==> src/rtl/alu_seq_pkg.sv <==
// ============================================================================
// Module   : alu_seq_pkg
// Brief    : Shared types and flag indices for the alu sequencer and the alu.
// Revision : 1.0 - initial release
// ============================================================================
`default_nettype none

package alu_seq_pkg;

  typedef enum logic [1:0] {
    OP_MUL = 2'b00,
    OP_SUB = 2'b01,
    OP_AND = 2'b10,
    OP_XOR = 2'b11
  } op_e;

  typedef enum logic [1:0] {
    S_IDLE = 2'd0,
    S_EXEC = 2'd1,
    S_RESP = 2'd2
  } state_e;

  localparam int FLG_Z = 3;
  localparam int FLG_N = 2;
  localparam int FLG_C = 1;
  localparam int FLG_V = 0;

endpackage : alu_seq_pkg

`default_nettype wire

==> src/rtl/alu.sv <==
// ============================================================================
// Module   : alu
// Brief    : Combinational 4-bit alu (MUL/SUB/AND/XOR) with {Z,N,C,V} flags.
// Revision : 1.0 - initial release
// ============================================================================
`default_nettype none

module alu
  import alu_seq_pkg::*;
(
  input  op_e        sel_i,
  input  logic [3:0] a_i,
  input  logic [1:0] b_i,
  output logic [3:0] y_o,
  output logic [3:0] flags_o
);

  logic [5:0] w_prod;
  logic [4:0] w_diff;
  logic       w_c;
  logic       w_v;

  // B is zero-extended, so signed SUB overflow reduces to A negative, Y positive.
  assign w_prod = {2'b00, a_i} * {4'b0000, b_i};
  assign w_diff = {1'b0, a_i} - {3'b000, b_i};

  always_comb begin
    y_o = 4'h0;
    w_c = 1'b0;
    w_v = 1'b0;
    case (sel_i)
      OP_MUL: begin
        y_o = w_prod[3:0];
        w_c = |w_prod[5:4];
      end
      OP_SUB: begin
        y_o = w_diff[3:0];
        w_c = w_diff[4];
        w_v = a_i[3] & ~w_diff[3];
      end
      OP_AND:  y_o = a_i & {2'b00, b_i};
      OP_XOR:  y_o = a_i ^ {2'b00, b_i};
      default: y_o = 4'h0;
    endcase
  end

  always_comb begin
    flags_o        = 4'h0;
    flags_o[FLG_Z] = (y_o == 4'h0);
    flags_o[FLG_N] = y_o[3];
    flags_o[FLG_C] = w_c;
    flags_o[FLG_V] = w_v;
  end

endmodule : alu

`default_nettype wire

==> src/rtl/alu_sequencer.sv <==
// ============================================================================
// Module   : alu_sequencer
// Brief    : Handshaked command sequencer around the alu with accumulator and
//            sticky carry/overflow flags.
// Revision : 1.0 - initial release
// ============================================================================
`default_nettype none

module alu_sequencer
  import alu_seq_pkg::*;
#(
  parameter int         EXEC_CYCLES = 1,
  parameter logic [3:0] ACC_RESET   = 4'h0
) (
  input  logic       clk,
  input  logic       rst,
  input  logic       cmd_valid,
  output logic       cmd_ready,
  input  logic [1:0] cmd_op,
  input  logic [3:0] cmd_a,
  input  logic [1:0] cmd_b,
  input  logic       cmd_use_acc,
  output logic       rsp_valid,
  input  logic       rsp_ready,
  output logic [3:0] rsp_y,
  output logic [3:0] rsp_flags,
  output logic [3:0] acc,
  output logic       sticky_c,
  output logic       sticky_v,
  input  logic       sticky_clr,
  output logic       busy
);

  localparam logic [3:0] C_LAST_CNT = 4'(EXEC_CYCLES - 1);

  state_e     state_q, state_d;
  logic [3:0] cnt_q, cnt_d;
  op_e        op_q, op_d;
  logic [3:0] a_q, a_d;
  logic [1:0] b_q, b_d;
  logic [3:0] y_q, y_d;
  logic [3:0] flags_q, flags_d;
  logic [3:0] acc_q, acc_d;
  logic       sc_q, sc_d;
  logic       sv_q, sv_d;
  logic       w_capture;

  logic [3:0] w_alu_y;
  logic [3:0] w_alu_flags;

  // The alu sees only the operand registers, so cmd_* may change freely during EXEC.
  alu u_alu (
    .sel_i   (op_q),
    .a_i     (a_q),
    .b_i     (b_q),
    .y_o     (w_alu_y),
    .flags_o (w_alu_flags)
  );

  always_comb begin
    state_d   = state_q;
    cnt_d     = cnt_q;
    op_d      = op_q;
    a_d       = a_q;
    b_d       = b_q;
    y_d       = y_q;
    flags_d   = flags_q;
    acc_d     = acc_q;
    sc_d      = sc_q;
    sv_d      = sv_q;
    w_capture = 1'b0;

    case (state_q)
      S_IDLE: begin
        if (cmd_valid) begin
          op_d    = op_e'(cmd_op);
          a_d     = cmd_use_acc ? acc_q : cmd_a;
          b_d     = cmd_b;
          cnt_d   = 4'h0;
          state_d = S_EXEC;
        end
      end
      S_EXEC: begin
        cnt_d = cnt_q + 4'h1;
        if (cnt_q == C_LAST_CNT) begin
          w_capture = 1'b1;
          y_d       = w_alu_y;
          flags_d   = w_alu_flags;
          acc_d     = w_alu_y;
          state_d   = S_RESP;
        end
      end
      S_RESP: begin
        if (rsp_ready) state_d = S_IDLE;
      end
      default: state_d = S_IDLE;
    endcase

    // A set in the same cycle as a clear takes priority.
    if (sticky_clr) begin
      sc_d = 1'b0;
      sv_d = 1'b0;
    end
    if (w_capture && w_alu_flags[FLG_C]) sc_d = 1'b1;
    if (w_capture && w_alu_flags[FLG_V]) sv_d = 1'b1;
  end

  always_ff @(posedge clk) begin
    if (rst) begin
      state_q <= S_IDLE;
      cnt_q   <= 4'h0;
      op_q    <= OP_MUL;
      a_q     <= 4'h0;
      b_q     <= 2'b00;
      y_q     <= 4'h0;
      flags_q <= 4'h0;
      acc_q   <= ACC_RESET;
      sc_q    <= 1'b0;
      sv_q    <= 1'b0;
    end else begin
      state_q <= state_d;
      cnt_q   <= cnt_d;
      op_q    <= op_d;
      a_q     <= a_d;
      b_q     <= b_d;
      y_q     <= y_d;
      flags_q <= flags_d;
      acc_q   <= acc_d;
      sc_q    <= sc_d;
      sv_q    <= sv_d;
    end
  end

  assign cmd_ready = (state_q == S_IDLE);
  assign rsp_valid = (state_q == S_RESP);
  assign busy      = (state_q != S_IDLE);
  assign rsp_y     = y_q;
  assign rsp_flags = flags_q;
  assign acc       = acc_q;
  assign sticky_c  = sc_q;
  assign sticky_v  = sv_q;

endmodule : alu_sequencer

`default_nettype wire
==> config.mk <==
export PLATFORM = sky130hd
export DESIGN_NAME = alu_sequencer
export DESIGN_NICKNAME = d
export VERILOG_FILES = /design/src/rtl/alu_seq_pkg.sv /design/src/rtl/alu.sv /design/src/rtl/alu_sequencer.sv
export SDC_FILE = /design/constraint.sdc
export NUM_CORES = 1
export LEC_CHECK = 0
export ABC_AREA = 1
export CAP_MARGIN = 10
export CORE_MARGIN = 3
export CORE_UTILIZATION = 41
export DETAILED_ROUTE_END_ITERATION = 16
export PLACE_DENSITY_LB_ADDON = 0.25
export SLEW_MARGIN = 20
export SYNTH_ARGS = -nofsm -noshare
export SYNTH_HDL_FRONTEND = slang
export SYNTH_SLANG_ARGS = --single-unit
==> constraint.sdc <==
create_clock -name clk -period 3.1 [get_ports clk]
set_input_delay 0.62 -clock clk [delete_from_list [all_inputs] [get_ports clk]]
set_output_delay 0.62 -clock clk [all_outputs]
set_load 0.05 [all_outputs]
==> flow_summary.yaml, run 1 <==
synth:
  synth_area_leaders: "dfxtp_1 34%, nand2_1 9.9%, inv_1 9.4%"
  synth_flop_cell: "dfxtp_1"
  ys_types: 25
  syn-cell-area_um2: 1364
  yosysTopAreaCellShare_pct: 33.76
  synth_cells: 193
  synth-seq-cells: 23
  synth-edff-count: 0
  ys_warn_count: 0
  synth.most_common_cell: "nand2_1"
  yosys-top-cells-count: "36 x nand2_1, 34 x inv_1, 23 x dfxtp_1, 21 x a21oi_1, 13 x nor2_1"
  synthesis.nets: 219
  synthArstFlopShare_pct: 0
  seq_area_frac_synth_pct: 33.76
  synth_top_cell_by_area: "dfxtp_1"
  avgSynthCellArea_um2: 7.066
place:
  place_inst: 257
  gp_congestion: 0.8136
  place_ws_ns: 1.010
  port_buffers: 30
  place_hpwl_mm: 2.249
status:
  status: "finished clean"
cts:
  clk_latency_ns: 0.31
  cts_buffers: 3
  cts_resized: 0
  ctsHoldBuffers: 0
  clk_pin_slew_ns: 0.13
  clock_path_buffers: 2
  cts_tree: "yes"
  root_buffer: "clkbuf_4"
  postCtsSetupRepairBufs: 0
  cts.sinks: 23
  htreeDepth: 1
worst_setup_path:
  cp-start-kind: "flip-flop"
  rr_startpoint: "b_q[1]$_SDFFE_PP0P_"
  crit_required_ns: 2.48
  timing.rr.end: "rsp_flags[3]$_SDFFE_PP0P_"
  r2r_setup_slack_ns: 1.13
  cp.arrival_ns: 1.70
  cp-end-kind: "output port"
  path_class: "flip-flop to output port"
  cp_max_fo: 2
  r2r_cells: 11
drt:
  viasPerCell: 4.674
  via_count: 1220
  remaining_drc_errors: 0
  wirelength_mm: 2.853
  wl_per_cell_um: 10.93
  antenna_left: 0
  drtPass1Iterations: 4
  drt_iter0_drc: 68
power_and_ir_drop:
  seq_power_share_pct: 48.9
  switching_share_pct: 36.29
  internal_power_w: 0.0004441
  power_frac_clock_pct: 19.5
  powerDensity_nw_per_um2: 415.2
  power_frac_comb_pct: 31.6
  p_leak_nw: 0.7632
  finalPower_w: 0.0006971
  ir_drop_mv: 0.3706
  switchingPower_w: 0.0002530
floorplanning:
  dieArea_um2: 4055
  die-height_um: 63.68
  coreArea_um2: 3103
  initial_core_util_pct: 43.95
  dieWidth_um: 63.68
  num_rows: 20
  io_pins: 31
sta:
  rsz0062_at_grt: "false"
  post-route-period-util_pct: 74.84
  skew_ns: 0.006127
  hold_viol_final: 0
  drv_slew: 0
  maxSlewHeadroom_pct: 59.26
  clock.fmax_mhz: 431.0
  setup_tns_ns: 0
  setup_viol: 0
  worst_pin_slew_ns: 0.6092
  min_period_ns: 2.320
  setup_ws_ns: 0.7800
grt:
  track_usage_pct: 14.96
  grt_pass1_vias: 1118
  grt_antenna_before_repair: 0
  grt_pass1_wl_mm: 4.871
  gr-total-overflow: 0
  grt_max_degree: 18
cells_and_area:
  diodes: 0
  final_cells: 261
  area_growth_pct: 23.12
  nets: 244
  fill_cells: 308
  drive_gt1_share_pct: 5.530
  final_core_util_pct: 54.11
min_path:
  holdPathStages: 2
  hold_path_class: "flip-flop to flip-flop"
  worst_hold_startpoint: "sticky_c$_SDFFE_PP0P_"
  holdPathEnd: "sticky_c$_SDFFE_PP0P_"
flow_run:
  maxCapViolCount: 0
[cell type report]
cell class | instances | area [um2] | share of cell area [%]
Timing Repair Buffer | 30 | 300.3 | 17.88
Inverter | 39 | 146.4 | 8.718
Multi-Input combinational cell | 121 | 689.4 | 41.06
Clock buffer | 3 | 22.52 | 1.341
Clock inverter | 1 | 5.005 | 0.2981
Sequential cell | 23 | 460.4 | 27.42
Tap cell | 44 | 55.05 | 3.279
[cells in the final DEF (no fill, tap or decap), types with 2 or more instances in the layout]
| cell | instances |
|---|---|
| dfxtp_1 | 23 |
| a211oi_1 | 8 |
| clkdlybuf4s50_1 | 30 |
| o21ai_0 | 9 |
| nand4_1 | 2 |
| nor2_1 | 13 |
| nand2_1 | 36 |
| inv_1 | 34 |
| a21oi_1 | 21 |
| nor3_1 | 2 |
| clkbuf_4 | 3 |
| fa_1 | 2 |
| ha_1 | 10 |
| nand3_1 | 10 |
| inv_2 | 5 |
[power by group through the flow]
stage / registers, W / logic [W] / clock network [W]
after floorplan: 0.000364 / 0.000141 / 0
after global placement: 0.000347 / 0.000220 / 0
after detailed placement: 0.000347 / 0.000222 / 0
after CTS: 0.000341 / 0.000223 / 0.000142
after global routing: 0.000345 / 0.000242 / 0.000154
final: 0.000341 / 0.000220 / 0.000136
[state kept, by name, indices dropped and copies added, names as in the netlist]
name       flops
acc            3
b_q            2
op_q           2
a_q            4
sticky_v       1
sticky_c       1
cnt_q          4
rsp_flags      4
state_q        2
[worst max-delay path, cell delays in order (launching register included)]
cell and delay, ns:
dfxtp_1 0.39, inv_1 0.07, nor2_1 0.12, clkdlybuf4s50_1 0.82
[cells by family (layout without fill, tap and decap cells)]
group,count (synthesis),count (layout),synth area share (%)
DFF,23,23,33.76
AOI/OAI and AO/OA,43,43,17.89
and+or+nand+nor,66,66,20.55
buffers and inverters,49,73,15.69
adders and majority gates,12,12,12.11
[stage by stage]
step,hold slack (ns),cell area (um2)
finish,0.4720,1679
global route,0.4967,1679
CTS,0.4760,1679
detailed placement,0.4572,1652
global placement,0.4574,1652
floorplan,0.4563,1364
[how the worst max path moves through the flow]
stage	start	end	depth (start not counted)
5_1_grt	state_q[1]$_SDFFE_PP0P_	rsp_valid	3
3_3_place_gp	rst	acc[2]$_SDFFE_PP0P_	4
3_5_place_dp	rst	cnt_q[0]$_SDFFE_PP0P_	4
2_1_floorplan	state_q[1]$_SDFFE_PP0P_	rsp_valid	2
6_report	state_q[1]$_SDFFE_PP0P_	rsp_valid	3
4_1_cts	state_q[1]$_SDFFE_PP0P_	rsp_valid	3
[per-layer routing]
layer	up-vias	wire (um)	global-route usage (%)
met5	-	0	0
met4	0	19	3.235
met3	2	79	3.209
met2	13	1400	24.90
met1	539	1354	19.74
li1	666	-	-
(Power assumes the default switching activity.)
==> inputs of run 2 (changes only) <==
- clock period: 3.1 -> 2.08 ns (I/O delays scaled with it)
==> run 2 against run 1 <==
Sequential power grew 50%. Non-clock buffer count grew 2. Clock-buffer cell count is the same. Combinational power grew 50%. Via count grew 1.6%. Largest cell class unchanged. Highest routed layer unchanged.
==> flow_summary.yaml, run 2 (synthesized netlist as in run 1, its figures left out) <==
status:
  status: "finished clean"
cts:
  clk_latency_ns: 0.32
  cts_tree: "yes"
  clk_pin_slew_ns: 0.13
  clock_path_buffers: 2
  cts.sinks: 23
  cts_buffers: 3
  root_buffer: "clkbuf_4"
  postCtsSetupRepairBufs: 0
  ctsHoldBuffers: 0
  htreeDepth: 1
grt:
  grt_pass1_wl_mm: 5.043
  grt_max_degree: 18
  grt_antenna_before_repair: 0
  grt_pass1_vias: 1169
  gr-total-overflow: 0
  track_usage_pct: 15.44
power_and_ir_drop:
  switchingPower_w: 0.0003869
  power_frac_clock_pct: 19.9
  p_leak_nw: 0.7889
  seq_power_share_pct: 48.5
  powerDensity_nw_per_um2: 619.7
  power_frac_comb_pct: 31.6
  ir_drop_mv: 0.3102
  internal_power_w: 0.0006628
  switching_share_pct: 36.86
worst_setup_path:
  critPathSlowestCell: "clkdlybuf4s50_1"
  path_delay_family: "buffers and inverters"
  path_buf_inv: 1
  cp-end-kind: "output port"
  path_class: "flip-flop to output port"
  crit_required_ns: 1.66
  crit_chain: "clkdlybuf4s50_1"
  cp-start-kind: "flip-flop"
  r2r_cells: 12
  slowest_delay_ns: 0.84
  cp_max_fo: 4
  crit_cells: 1
  cp.arrival_ns: 1.57
place:
  place_hpwl_mm: 2.368
  port_buffers: 30
  dpl-instance-area_um2: 1664
  gp_congestion: 0.8013
drt:
  drt_iter0_drc: 41
  remaining_drc_errors: 0
  wl_per_cell_um: 11.32
  drtPass1Iterations: 4
  via_count: 1240
  viasPerCell: 4.715
  antenna_left: 0
  wirelength_mm: 2.976
cells_and_area:
  diodes: 0
  multi_input_area_um2: 689.4
  final_area_um2: 1694
  drive_gt1_share_pct: 7.306
  final_cell_mix: "36 x nand2_1, 34 x inv_1, 27 x clkdlybuf4s50_1"
  fill_cells: 310
  regArea_um2: 461.7
  area_growth_pct: 24.22
  layout_commonest_cell: "nand2_1"
  nets: 246
sta:
  setup_viol: 0
  skew_ns: 0.01174
  rsz0062_at_grt: "false"
  maxSlewHeadroom_pct: 65.62
  holdWs_ns: 0.4803
  hold_viol_final: 0
  drv_slew: 0
  setup_tns_ns: 0
  worst_pin_slew_ns: 0.5141
  min_period_ns: 1.982
  clock.fmax_mhz: 504.6
  post-route-period-util_pct: 95.28
floorplanning:
  io_pins: 31
  coreArea_um2: 3103
  num_rows: 20
  die-height_um: 63.68
  dieArea_um2: 4055
  dieWidth_um: 63.68
  initial_core_util_pct: 43.95
flow_run:
  maxCapViolCount: 0
min_path:
  hold_path_class: "flip-flop to flip-flop"
  holdPathStages: 2
run 2: changes by cell type in the layout (fill, tap and decap cells not counted), sizes merged:
cell and delta:
dlygate4sd2 +1, buf +3, dlymetal6s2s +1, clkdlybuf4s50 -3
run 2: cell type report:
| type | count | area share (%) |
|---|---|---|
| Timing Repair Buffer | 32 | 18.54 |
| Sequential cell | 23 | 27.25 |
| Tap cell | 44 | 3.250 |
| Inverter | 39 | 8.641 |
| Clock buffer | 3 | 1.329 |
| Clock inverter | 1 | 0.2954 |
| Multi-Input combinational cell | 121 | 40.69 |
run 2: what timing repair did:
action | in CTS | in global routing
resized for setup | 1 | 2
endpoints found under the hold margin | 0 | 0
endpoints found under the setup margin | 1 | 2
run 2: final timing paths:
check	slack (ns)	to	from
setup / recovery	0.1	rsp_y[2]	acc[2]$_SDFFE_PP0P_
hold / removal	0.48	rsp_flags[1]$_SDFFE_PP0P_	rsp_flags[1]$_SDFFE_PP0P_
setup reg to reg	0.20	rsp_flags[3]$_SDFFE_PP0P_	b_q[0]$_SDFFE_PP0P_
hold reg to reg	0.48	rsp_flags[1]$_SDFFE_PP0P_	rsp_flags[1]$_SDFFE_PP0P_
run 2: stage by stage:
stage | worst slack [ns] | utilization (%) | total power (W) | cells
detailed placement | 0.1585 | 53.63 | 0.0008532 | 259
CTS | 0.007329 | 54.48 | 0.001062 | 263
finish | 0.09821 | 54.60 | 0.001050 | 263
global route | 0.04512 | 54.60 | 0.001111 | 263
global placement | 0.2429 | 53.63 | 0.0008496 | 259
floorplan | 0.3798 | - | 0.0007530 | 193
run 2: routing by layer:
metal  vias up  part of all wire, %  track usage [%]
met3         5                  3.4            1.783
met4         0                  1.5            6.739
li1        664                    -                -
met1       551                   48            19.54
met2        20                   47            26.21
met5         -                    0                0
run 2: power groups by stage:
stage                     logic (W)  registers, W  clock network (W)
final                      0.000331      0.000510           0.000209
after global routing       0.000361      0.000515           0.000235
after CTS                  0.000333      0.000509           0.000219
after detailed placement   0.000334      0.000519                  0
after global placement     0.000332      0.000518                  0
after floorplan            0.000210      0.000543                  0
==> inputs of run 3 (changes only) <==
==> constraint.sdc (replaced) <==
create_clock -name clk -period 1.8 [get_ports clk]
set_input_delay 0.45 -clock clk [delete_from_list [all_inputs] [get_ports clk]]
set_output_delay 0.45 -clock clk [all_outputs]
set_load 0.05 [all_outputs]
==> run 3 against run 2 <==
The run now ends with setup timing left. Core utilization grew 2.7 points. Non-clock buffer count grew 6. Total power grew 19%. Clock power grew 12%. Sequential power grew 14%. Clock-buffer cell count is the same. Critical path depth grew 8. Largest cell class unchanged.
==> flow_summary.yaml, run 3 (synthesized netlist as in run 1, its figures left out) <==
status:
  status: "finished with violations"
  violations: "setup timing"
place:
  gp_congestion: 0.8220
  place_ws_ns: -0.02848
  place_hpwl_mm: 2.407
  port_buffers: 30
  dpl-instance-area_um2: 1707
worst_setup_path:
  critPathSlowestCell: "fa_2"
  crit_chain: "nand2_1 -> inv_1 -> ha_2 -> inv_2 -> fa_2 -> nor2_2 -> a31oi_2 -> nand3_1 -> a21oi_1"
  path_class: "flip-flop to flip-flop"
  slowest_delay_ns: 0.56
  crit_required_ns: 2.05
  path_delay_family: "adder cells"
  cp-start-kind: "flip-flop"
  cp.arrival_ns: 2.06
  cp-end-kind: "flip-flop"
  cp_max_fo: 4
  path_buf_inv: 2
sta:
  rsz0062_at_grt: "true"
  post-route-period-util_pct: 100.6
  worst_pin_slew_ns: 0.4421
  setup_viol: 2
  skew_ns: 0.006017
  min_period_ns: 1.811
  clock.fmax_mhz: 552.1
  setup_ws_ns: -0.01115
  maxSlewHeadroom_pct: 70.49
  drv_slew: 0
  hold_viol_final: 0
cts:
  postCtsSetupRepairBufs: 0
  cts_tree: "yes"
  clk_latency_ns: 0.31
  root_buffer: "clkbuf_4"
  cts.sinks: 23
  clk_pin_slew_ns: 0.12
  clock_path_buffers: 2
  cts_buffers: 3
  htreeDepth: 1
floorplanning:
  num_rows: 20
  coreArea_um2: 3103
  dieWidth_um: 63.68
  dieArea_um2: 4055
  io_pins: 31
  initial_core_util_pct: 43.95
  die-height_um: 63.68
drt:
  viasPerCell: 4.732
  wl_per_cell_um: 11.07
  antenna_left: 0
  drt_iter0_drc: 38
  drtPass1Iterations: 4
  remaining_drc_errors: 0
  via_count: 1273
  wirelength_mm: 2.979
grt:
  grt_antenna_before_repair: 0
  gr-total-overflow: 0
  grt_max_degree: 17
  track_usage_pct: 15.69
  grt_pass1_vias: 1224
  grt_pass1_wl_mm: 5.230
cells_and_area:
  diodes: 0
  final_cell_mix: "35 x nand2_1, 32 x inv_1, 22 x buf_4"
  final_area_um2: 1777
  drive_gt1_share_pct: 23.56
  area_growth_pct: 30.27
  nets: 252
  final_core_util_pct: 57.26
  layout_commonest_cell: "nand2_1"
flow_run:
  maxCapViolCount: 0
power_and_ir_drop:
  powerDensity_nw_per_um2: 704.1
  ir_drop_mv: 0.5350
  p_leak_nw: 0.8539
min_path:
  hold_path_class: "flip-flop to flip-flop"
run 3: changes by cell type in the layout (fill, tap and decap cells not counted), moves of 3 or more:
cell / change
buf_4: +19
buf_12: +3
nor2_1: -3
dfxtp_1: -3
clkdlybuf4s50_1: -14
nor2_2: +3
run 3: routing by layer:
metal | part of all wire [%] | up-vias | track usage (%)
li1 | - | 674 | -
met1 | 48 | 580 | 20.15
met2 | 48 | 15 | 27.25
met3 | 2.7 | 4 | 1.783
met4 | 1.1 | 0 | 4.852
met5 | 0 | - | 0
run 3: worst paths after layout:
kind | from | end | slack, ns | depth (start not counted)
max reg2reg | b_q[0]$_SDFFE_PP0P_ | rsp_flags[3]$_SDFFE_PP0P_ | -0.01 | 9
min reg2reg | rsp_flags[1]$_SDFFE_PP0P_ | rsp_flags[1]$_SDFFE_PP0P_ | 0.48 | 2
min | rsp_flags[1]$_SDFFE_PP0P_ | rsp_flags[1]$_SDFFE_PP0P_ | 0.48 | 2
max | b_q[0]$_SDFFE_PP0P_ | rsp_flags[3]$_SDFFE_PP0P_ | -0.01 | 9
run 3: report_power, final:
part           switching [W]  total (W)  internal [W]
combinational       0.000267   0.000435      0.000168
sequential         0.0000369   0.000582      0.000545
clock               0.000151   0.000234     0.0000830
run 3: area by class of cell:
cell class,count,area (um2)
Clock buffer,3,22.52
Inverter,39,146.4
Tap cell,44,55.05
Timing Repair Buffer,38,355.3
Sequential cell,23,467.9
Multi-Input combinational cell,121,724.4
Fill cell,339,1326
Clock inverter,1,5.005
run 3: stage by stage:
stage / setup TNS (ns) / total power [W] / cells / hold WS [ns]
2_1_floorplan: 0 / 0.0008701 / 193 / 0.4563
3_3_place_gp: -0.01798 / 0.001010 / 265 / 0.4576
3_5_place_dp: -0.02848 / 0.001012 / 265 / 0.4601
4_1_cts: 0 / 0.001246 / 269 / 0.4788
5_1_grt: -0.3696 / 0.001332 / 269 / 0.4978
6_report: -0.01628 / 0.001251 / 269 / 0.4776
run 3: worst min-delay path: stages (launching register included):
cell and delay, ns:
dfxtp_1 0.33, nand2_1 0.06, a21oi_1 0.05
run 3: what timing repair did:
item                                    4_1_cts  5_1_grt
pin swaps                                     0        6
hold buffers                                  0        0
gates resized for setup                       6       12
cloned                                        0        0
endpoints found under the setup margin        2        5
